**src/rtl/screen_scan.sv**
```systemverilog
// ---------------------------------------------------------------------------
// screen_scan
//
// Purpose:
//    Raster-order pixel sweeper for the 160x120 framebuffer. After a start
//    request it presents every pixel once, left to right and top to bottom,
//    with a write enable, a fill colour latched at start, and the signed
//    world coordinate of that pixel (x_world = x - 80, y_world = 60 - y).
//    It is used to clear or fill the frame before objects are drawn, and
//    for any per-pixel world-space evaluation. The outputs drive the VGA
//    adapter write port.
//
// Ports:
//    clock      in   system clock, rising edge
//    resetn     in   synchronous active-low reset
//    start      in   begin a sweep (only looked at while idle)
//    colour_in  in   fill colour, captured when start is accepted
//    hold       in   consumer stall, current pixel is kept while high
//    x, y       out  screen coordinate of the presented pixel
//    x_world    out  signed world x of the presented pixel
//    y_world    out  signed world y of the presented pixel
//    colour     out  latched fill colour
//    writeEn    out  presented pixel is valid
//    busy       out  sweep in progress
//    done       out  single-cycle pulse after the last pixel is consumed
// ---------------------------------------------------------------------------
module screen_scan #(
   parameter int INPUT_SIZE = 9,
   parameter int HORIZONTAL = 8,
   parameter int VERTICAL   = 7,
   parameter int SCREEN_W   = 160,
   parameter int SCREEN_H   = 120,
   parameter int X_OFFSET   = 80,
   parameter int Y_OFFSET   = 60,
   parameter int COLOUR_W   = 3
) (
   input  logic                  clock,
   input  logic                  resetn,
   input  logic                  start,
   input  logic [COLOUR_W-1:0]   colour_in,
   input  logic                  hold,
   output logic [HORIZONTAL:0]   x,
   output logic [VERTICAL:0]     y,
   output logic [INPUT_SIZE:0]   x_world,
   output logic [INPUT_SIZE:0]   y_world,
   output logic [COLOUR_W-1:0]   colour,
   output logic                  writeEn,
   output logic                  busy,
   output logic                  done
);

   localparam int XW = HORIZONTAL + 1;
   localparam int YW = VERTICAL + 1;
   localparam int WW = INPUT_SIZE + 1;

   localparam logic [HORIZONTAL:0] X_LAST = XW'(SCREEN_W - 1);
   localparam logic [VERTICAL:0]   Y_LAST = YW'(SCREEN_H - 1);

   typedef enum logic [1:0] {
      IDLE = 2'd0,
      SCAN = 2'd1,
      DONE = 2'd2
   } state_e;

   state_e                state_q, state_d;
   logic [HORIZONTAL:0]   x_q, x_d;
   logic [VERTICAL:0]     y_q, y_d;
   logic [COLOUR_W-1:0]   colour_q, colour_d;

   // State, position and colour registers. Reset wins over every other
   // input, so a sweep in flight is simply dropped without a done pulse.
   always_ff @(posedge clock) begin
      if (!resetn) begin
         state_q  <= IDLE;
         x_q      <= '0;
         y_q      <= '0;
         colour_q <= '0;
      end else begin
         state_q  <= state_d;
         x_q      <= x_d;
         y_q      <= y_d;
         colour_q <= colour_d;
      end
   end

   // Next-state logic. A pixel advances only on a cycle where hold is low;
   // the end of a row wraps x and bumps y, and consuming the bottom-right
   // pixel leaves x/y parked there while the done cycle is shown.
   always_comb begin
      state_d  = state_q;
      x_d      = x_q;
      y_d      = y_q;
      colour_d = colour_q;
      case (state_q)
         IDLE: begin
            if (start) begin
               colour_d = colour_in;
               x_d      = '0;
               y_d      = '0;
               state_d  = SCAN;
            end
         end
         SCAN: begin
            if (!hold) begin
               if (x_q == X_LAST) begin
                  if (y_q == Y_LAST) begin
                     state_d = DONE;
                  end else begin
                     x_d = '0;
                     y_d = y_q + YW'(1);
                  end
               end else begin
                  x_d = x_q + XW'(1);
               end
            end
         end
         DONE: begin
            state_d = IDLE;
         end
         default: begin
            state_d = IDLE;
         end
      endcase
   end

   // Outputs depend only on registered state, so start/hold never reach
   // them combinationally.
   assign writeEn = (state_q == SCAN);
   assign busy    = (state_q == SCAN);
   assign done    = (state_q == DONE);
   assign x       = x_q;
   assign y       = y_q;
   assign colour  = colour_q;

   // World mapping: zero-extend the screen coordinate and let the
   // two's-complement subtraction wrap at the world width.
   assign x_world = WW'(x_q) - WW'(X_OFFSET);
   assign y_world = WW'(Y_OFFSET) - WW'(y_q);

endmodule

```
**config.mk**
```make
export PLATFORM = sky130hd
export DESIGN_NAME = screen_scan
export DESIGN_NICKNAME = d
export VERILOG_FILES = /design/src/rtl/screen_scan.sv
export SDC_FILE = /design/constraint.sdc
export NUM_CORES = 1
export LEC_CHECK = 0
export BUFFER_PORTS_ARGS = -buffer_cell sky130_fd_sc_hd__buf_4
export CAP_MARGIN = 20
export CORE_MARGIN = 2
export CORE_UTILIZATION = 45
export DETAILED_ROUTE_END_ITERATION = 8
export PLACE_DENSITY = 0.69
export SYNTH_ARGS = -nofsm -noshare
export SYNTH_HDL_FRONTEND = slang
export SYNTH_SLANG_ARGS = --single-unit
```
**constraint.sdc**
```tcl
create_clock -name clock -period 2.5 [get_ports clock]
set_input_delay 0 -clock clock [delete_from_list [all_inputs] [get_ports clock]]
set_output_delay 0 -clock clock [all_outputs]
set_load 0.1 [all_outputs]
```
Word-level counts from Yosys, hierarchy flattened
Cells that the tools add are included.
{ "totals": {"reg_bits": 22, "inputBits": 7, "wordCells": 39} }
{ "classes": {"addsub": 4, "n_eq_ne": 10, "mux": 15, "n_reduce_logical": 6} }
{ "ops": {"columns": ["cell", "count"], "rows": [
  ["two-way mux 9 bit", 4],
  ["two-way mux 8 bit", 4],
  ["one-hot mux 9 bit (2 select lines)", 1],
  ["one-hot mux 8 bit (2 select lines)", 1],
  ["subtractor 9 x 7 -> 10 bit (second input constant)", 1],
  ["adder 9 x 1 -> 9 bit (second input constant)", 1],
  ["equality test 9 x 8 -> 1 bit (second input constant)", 1],
  ["subtractor 6 x 8 -> 9 bit (first input constant)", 1],
  ["adder 8 x 1 -> 8 bit (second input constant)", 1],
  ["equality test 8 x 7 -> 1 bit (second input constant)", 1],
  ["two-way mux 2 bit", 4],
  ["AND reduction 4 bit", 2],
  ["inequality test 2 bit (second input constant)", 3],
  ["AND reduction 5 bit", 1],
  ["inequality test 2 x 1 -> 1 bit (second input constant)", 2],
  ["one-hot mux 2 bit (2 select lines)", 1],
  ["inequality test 3 bit (second input constant)", 1],
  ["equality test 2 x 1 -> 1 bit (second input constant)", 1],
  ["equality test 2 bit (second input constant)", 1],
  ["zero test 2 bit", 1],
  ["AND reduction 2 bit", 1],
  ["nonzero test 2 bit", 1]
]} }

Longest topological paths before layout
Gate-level depths: netlist (run 1).
{ "logic_depth": {"word_depth": 5, "mapped_depth": 7, "ltp_nobuf": 6} }

Worst setup path after synthesis (run 1)
Ideal clock, no wire load.
{ "synth_timing": {"kind": "register to output", "from": "register x_q[4], in the netlist x[4]", "to": "output x_world[6]", "arrival_ns": 3.782, "t_required_ns": 2.500, "setup_slack_ns": -1.282, "stages_incl_launch_ff": 4, "n_path_buf": 0, "path_cell_list": "dfxtp_1 inv_1 ha_1 xnor2_1"} }
{ "synth_via": {"elab_chain_len": 1} }
{ "synth_rtl": {"columns": ["item", "line_no", "rtl"], "rows": [
  ["from (decl)", "66", "logic [HORIZONTAL:0] x_q, x_d;"],
  ["from (signal assigned)", "75", "x_q <= '0;"],
  ["from (signal assigned)", "80", "x_q <= x_d;"],
  ["subtractor 9 x 7 -> 10 bit", "137", "assign x_world = WW'(x_q) - WW'(X_OFFSET);"],
  ["to (decl)", "44", "output logic [INPUT_SIZE:0] x_world,"]
]} }
No other way between the ends.

Final worst setup path (run 1)
{ "layout_timing": {"from": "register x_q[5], in the netlist x[5]", "to": "register x_q[7], in the netlist x[7]"} }
{ "layout_via": {"elab_chain_len": 4} }
{ "layout_rtl": {"columns": ["item", "line_no", "rtl"], "rows": [
  ["adder 9 x 1 -> 9 bit or equality test 9 x 8 -> 1 bit (tied branches)", "113, 105", null],
  ["two-way mux 9 bit", "105", "if (x_q == X_LAST) begin"],
  ["two-way mux 9 bit", "104", "if (!hold) begin"],
  ["one-hot mux 9 bit (2 select lines)", "94", "case (state_q)"]
]} }
Parallel ways exist; a longest one is shown, timed or not. The select of a mux whose other input is x is not followed.
A chain may end at the register's enable or synchronous reset.

==> results.json, run 1 <==
{
  "place_ws_ps": 501,
  "timing.slew.headroom_pct": 61.4,
  "cts-root-buf": "clkbuf_4",
  "power_density_nw_per_um2": 359,
  "cp_max_fo": 12,
  "routed_wl_um": 4160,
  "grt_max_degree": 17,
  "fmax_mhz": 477,
  "initial_core_util_pct": 47.8,
  "status": "complete, no violations",
  "skew_ps": 3.66,
  "fin_ws_ps": 404,
  "clock_path_buffers": 2,
  "drive_above_1_share_pct": 33.9,
  "syn_area_um2": 1630,
  "row_count": 21,
  "finalCriticalPeriod_ps": 2100,
  "cts_buffers": 3,
  "rsz0062_at_grt": "no",
  "fill_cells": 315,
  "synth_fp_nets": 211,
  "cts_tree": "done",
  "portBuffers": 49,
  "endpoint_kind": "register",
  "worstSkewPairLatency_ps": 310,
  "cts.sinks": 22,
  "cpPeakStageDelay_ps": 490,
  "slew_viol_final": 0,
  "detail-route-antenna-nets": 0,
  "whs_path_depth": 2,
  "finish.utilization_pct": 60.9,
  "grt_pass1_wl_um": 7050,
  "hold_violations": 0,
  "core_area_um2": 3420,
  "overflow": 0,
  "leakage_nw": 0.782,
  "cts_resized": 0,
  "drt-pass1-iter-count": 5,
  "ys_ff_latch": 22,
  "holdCritPathClass": "input port to register",
  "timing.max_cap.violations": 0,
  "critPathTopFamily": "compound AO/OA/AOI/OAI gates",
  "wire_per_inst_um": 14.9,
  "worst-r2r-cell-count": 6,
  "hpwl_um": 3030,
  "synth.avg_cell_area_um2": 8.25,
  "fin_nets": 247,
  "hold-worst-slack_ps": 22.0,
  "synth_edf_count": 0,
  "place_congestion": 0.861,
  "diodes": 0,
  "cts_hold_buf": 4,
  "die-height_um": 64.2,
  "io_pins": 50,
  "ys_warn_count": 0,
  "start_kind": "register",
  "arrival_ps": 2320,
  "syn_inst": 198,
  "antenna_found_initial": 0,
  "worst_path_max_delay_cell": "a21oi_2",
  "worstMarginPinSlew_ps": 578,
  "syn2layout_area_growth_pct": 27.4,
  "synthArstFlopShare_pct": 0,
  "crit_type": "register to register",
  "synth_most_common_cell": "dfxtp_1",
  "synth.top_cell.area_share_pct": 27.0,
  "worst-path-buf-inv": 1,
  "vias": 1634,
  "die_area_um2": 4130,
  "grt_pass1_vias": 1530,
  "ys_types": 53,
  "track_usage_pct": 21.1,
  "vdd_drop_max_mv": 0.314,
  "cts.clk_slew.worst_paths_ps": 120,
  "viasPerCell": 5.86,
  "power_w": 0.000748,
  "post_cts_buffers": 0,
  "ys.flop_type": "dfxtp_1",
  "drt_iter0_markers": 128,
  "setup_viol": 0,
  "synth_common_cells": "22 x dfxtp_1, 17 x nand2_1, 11 x buf_4",
  "min_period_over_period_pct": 83.8,
  "yosysTopAreaCell": "dfxtp_1",
  "crit_cells": 6,
  "post-route-drc-count": 0,
  "ys_top_cells_by_area": "dfxtp_1 27%, buf_4 5.1%, ha_1 4.6%, nand2_1 3.9%, a21oi_1 2.8%",
  "crit_chain": "inv_1 -> ha_1 -> and4bb_2 -> a21oi_2 -> o21ai_1 -> a311oi_1",
  "htreeDepth": 1,
  "ys_seq_area_share_pct": 27.0,
  "required_ps": 2720,
  "die_x_um": 64.2
}
## routing by layer
metal,vias to the layer above,share of wire (%),global-route usage [%]
li1,789,-,-
met5,-,0,0
met2,91,46,32.9
met4,0,0.87,6.12
met3,4,8.3,4.58
met1,750,45,29.1
## area by class of cell
type / count / area [um^2] / share of cell area [%]
Inverter: 8 / 36.3 / 1.74
Timing Repair Buffer: 53 / 408 / 19.6
Multi-Input combinational cell: 146 / 1090 / 52.6
Clock buffer: 4 / 36.3 / 1.74
Sequential cell: 22 / 449 / 21.6
Tap cell: 46 / 57.6 / 2.77
## worst register-to-register path, cell delays in order, from the launching register on
cell	delay, ps
dfxtp_1	460
inv_1	110
ha_1	240
and4bb_2	300
a21oi_2	490
o21ai_1	130
a311oi_1	290
## per-stage QoR
stage | cell area, um^2 | instances | TNS (ps)
final | 2080 | 279 | 0
after global routing | 2080 | 279 | 0
after CTS | 2080 | 279 | 0
after detailed placement | 2000 | 271 | 0
after global placement | 2000 | 271 | 0
after floorplan | 1730 | 198 | -85.5
## cells in the final DEF (no fill, tap or decap), types with 3 or more instances in the layout
cell type,instances
nor3_1,5
buf_4,49
o22ai_1,4
dlygate4sd3_1,4
dfxtp_1,17
nand3_1,9
dfxtp_2,4
a21oi_1,9
nor2_1,10
nand4b_1,3
nand4_1,5
inv_1,6
ha_1,6
mux2i_1,3
or4_1,3
nand2_1,17
nand3b_1,5
o21ai_0,9
a21oi_2,3
clkbuf_4,3
a31oi_1,6
nor4_1,7
## registers in the layout (all words and copies together) (netlist names)
name     count
x            9
y            8
colour       3
state_q      2
## kinds of logic (layout without fill, tap and decap cells)
logic type	count (synthesis)	in the layout	synth area share [%]
compound gates	45	45	18.8
xor+xnor	9	9	4.83
fa+ha+maj	6	6	4.60
buf+inv	30	65	11.3
flops	22	22	27.0
mux	3	3	1.84
simple gates	83	83	31.7
## worst paths after layout
kind                            startpoint        end  slack [ps]
worst max-delay path                  x[5]       x[7]         400
worst min-delay path                resetn       y[1]          20
worst max register to register        x[5]       x[7]         400
worst min register to register   colour[2]  colour[2]         520
## power breakdown
part / internal [W] / total [W] / switching, W / leakage [nW]
logic: 0.0000472 / 0.000186 / 0.000139 / 0.580
registers: 0.000356 / 0.000364 / 0.00000847 / 0.181
clock network: 0.0000889 / 0.000197 / 0.000109 / 0.0210
total: 0.000492 / 0.000748 / 0.000256 / 0.782
Note: power is estimated with default switching activity, not from simulation.
==> run 2, diff against run 1 <==
--- a/config.mk
+++ b/config.mk
@@ -5,12 +5,13 @@
 export SDC_FILE = /design/constraint.sdc
 export NUM_CORES = 1
 export LEC_CHECK = 0
+export ABC_AREA = 1
 export BUFFER_PORTS_ARGS = -buffer_cell sky130_fd_sc_hd__buf_4
 export CAP_MARGIN = 20
 export CORE_MARGIN = 2
 export CORE_UTILIZATION = 45
 export DETAILED_ROUTE_END_ITERATION = 8
-export PLACE_DENSITY = 0.69
+export PLACE_DENSITY = 0.7
 export SYNTH_ARGS = -nofsm -noshare
 export SYNTH_HDL_FRONTEND = slang
 export SYNTH_SLANG_ARGS = --single-unit
==> constraint.sdc (replaced) <==
create_clock -name clock -period 2.1 [get_ports clock]
set_input_delay 0 -clock clock [delete_from_list [all_inputs] [get_ports clock]]
set_output_delay 0 -clock clock [all_outputs]
set_load 0.1 [all_outputs]
==> results.json, run 2 <==
{
  "start_kind": "register",
  "drt-pass1-iter-count": 4,
  "r2r-start": "x[5]",
  "grt_pass1_vias": 1520,
  "vias": 1665,
  "fin_nets": 312,
  "dpl-instance-area_um2": 2130,
  "timing.max_cap.violations": 0,
  "multiInputGateArea_um2": 1090,
  "ys_types": 26,
  "synthAdderAreaFrac_pct": 4.80,
  "required_ps": 2100,
  "synth_most_common_cell": "nand2_1",
  "syn_area_um2": 1560,
  "synth.avg_cell_area_um2": 6.35,
  "ys.flop_type": "dfxtp_1",
  "arrival_ps": 1850,
  "cts_hold_buf": 7,
  "synth.top_cell.area_share_pct": 28.2,
  "status": "complete, no violations",
  "synth_xor_area_share_pct": 5.04,
  "core_area_um2": 3340,
  "synth_fp_nets": 259,
  "synth-compound-area-share_pct": 10.5,
  "initial_core_util_pct": 46.8,
  "syn_inst": 246,
  "power_w": 0.00102,
  "cp_max_fo": 6,
  "timing.slew.headroom_pct": 60.5,
  "fill_cells": 307,
  "htreeDepth": 1,
  "ys_top_cells_by_area": "dfxtp_1 28%, nand2_1 17%, nor2_1 7.7%, inv_1 6.5%, a21oi_1 6.1%",
  "place_congestion": 0.828,
  "routed_wl_um": 3980,
  "crit_type": "register to output port",
  "holdCritPathClass": "input port to register",
  "clock_path_buffers": 2,
  "cts_tree": "done",
  "cts-root-buf": "clkbuf_4",
  "seq_area_um2": 469,
  "critPathCapture": "y_world[6]",
  "synth_common_cells": "71 x nand2_1, 32 x nor2_1, 27 x inv_1",
  "overflow": 0,
  "post_cts_buffers": 0,
  "cts_resized": 0,
  "vdd_drop_max_mv": 0.409,
  "row_count": 21,
  "cts.clk_slew.worst_paths_ps": 120,
  "ys_ff_latch": 22,
  "rsz0062_at_grt": "no",
  "io_pins": 50,
  "viasPerCell": 4.84,
  "min_period_over_period_pct": 87.9,
  "largest_reg_flops": 9,
  "synth-simple-area-share_pct": 39.4,
  "fin_ws_ps": 254,
  "worstSkewPairLatency_ps": 320,
  "design_area_um2": 2240,
  "finalCriticalPeriod_ps": 1850,
  "worst-r2r-cell-count": 9,
  "place_ws_ps": 405,
  "power_density_nw_per_um2": 457,
  "slew_viol_final": 0,
  "setup_viol": 0,
  "final_cell_mix": "71 x nand2_1, 53 x buf_4, 31 x nor2_1, 26 x inv_1, 19 x a21oi_1",
  "regToRegEndpoint": "y[1]",
  "ys_seq_area_share_pct": 28.2,
  "synth_mux_area_share_pct": 0,
  "die_x_um": 62.9,
  "synth_top_family_by_area": "simple AND/OR/NAND/NOR gates",
  "grt_pass1_wl_um": 6810,
  "cts_buffers": 3,
  "skew_ps": 6.88,
  "die-height_um": 62.9,
  "drive_above_1_share_pct": 32.6,
  "hold_violations": 0,
  "setup_tns_ps": 0,
  "track_usage_pct": 21.5,
  "wire_per_inst_um": 11.6,
  "endpoint_kind": "output port",
  "syn2layout_area_growth_pct": 43.1,
  "final_common_cell": "nand2_1",
  "crit_start": "y[0]",
  "grt_max_degree": 16,
  "portBuffers": 49,
  "antenna_found_initial": 0,
  "diodes": 0,
  "detail-route-antenna-nets": 0,
  "fmax_mhz": 542,
  "cts.sinks": 22,
  "r2r_slack_ps": 370,
  "synthArstFlopShare_pct": 0,
  "die_area_um2": 3960,
  "yosysTopAreaCell": "dfxtp_1",
  "ys_warn_count": 0,
  "post-route-drc-count": 0,
  "hpwl_um": 3000,
  "worstMarginPinSlew_ps": 586,
  "leakage_nw": 0.967,
  "drt_iter0_markers": 82,
  "synth_edf_count": 0
}
run 2: cell types whose count changed in the layout (fill, tap and decap cells not counted), moves of 7 or more:
cell     before  now
inv_1         6   26
a21oi_1       9   19
dfxtp_1      17    9
nand2_1      17   71
nor4_1        7    0
nor2_1       10   31
run 2: area by class of cell:
cell class                      count  area share [%]
Multi-Input combinational cell    183            48.9
Timing Repair Buffer               60            20.9
Clock buffer                        4            1.62
Tap cell                           46            2.57
Inverter                           29            5.04
Sequential cell                    22            21.0
run 2: through the flow:
stage | util [%] | cells | hold WS (ps)
final | 67.0 | 344 | 177
after global routing | 67.0 | 344 | 186
after CTS | 67.0 | 344 | 173
after detailed placement | 63.8 | 333 | 258
after global placement | 63.8 | 333 | 252
after floorplan | - | 246 | 115
run 2: worst min path at each step:
| stage | startpoint | to | slack, ps | cells after the start |
|---|---|---|---|---|
| 2_1_floorplan | resetn | y[0] | 110 | 2 |
| 3_3_place_gp | colour_in[2] | colour[2] | 250 | 3 |
| 3_5_place_dp | colour_in[0] | colour[0] | 260 | 3 |
| 4_1_cts | hold | state_q[1] | 170 | 6 |
| 5_1_grt | hold | state_q[1] | 190 | 6 |
| 6_report | hold | state_q[1] | 180 | 6 |
run 2: per-layer routing:
layer	vias to the layer above	routed length (um)	part of all wire [%]	track usage [%]
met3	4	141	3.5	3.42
met2	38	2040	51	39.0
met5	-	0	0	0
met4	0	37	0.93	6.67
met1	754	1760	44	25.7
li1	869	-	-	-
run 2: kinds of logic (layout without fill, tap and decap cells):
group / Yosys count / in the layout
adder cells (fa/ha/maj): 6 / 6
XOR/XNOR: 9 / 9
flip-flops: 22 / 22
buffers and inverters: 41 / 93
AND/OR/NAND/NOR: 137 / 137
AO/OA/AOI/OAI: 31 / 31
run 2: critical path, cell delays in order (launching register included):
cell	delay (ps)
dfxtp_4	390
inv_1	90
ha_1	250
nor2_1	150
nand2_1	190
xor2_4	160
buf_4	300
run 2: report_power, final:
group          switching [W]  internal (W)  leakage [nW]
Sequential         0.0000132      0.000424         0.186
Combinational       0.000260     0.0000834         0.759
Clock               0.000135      0.000106        0.0210
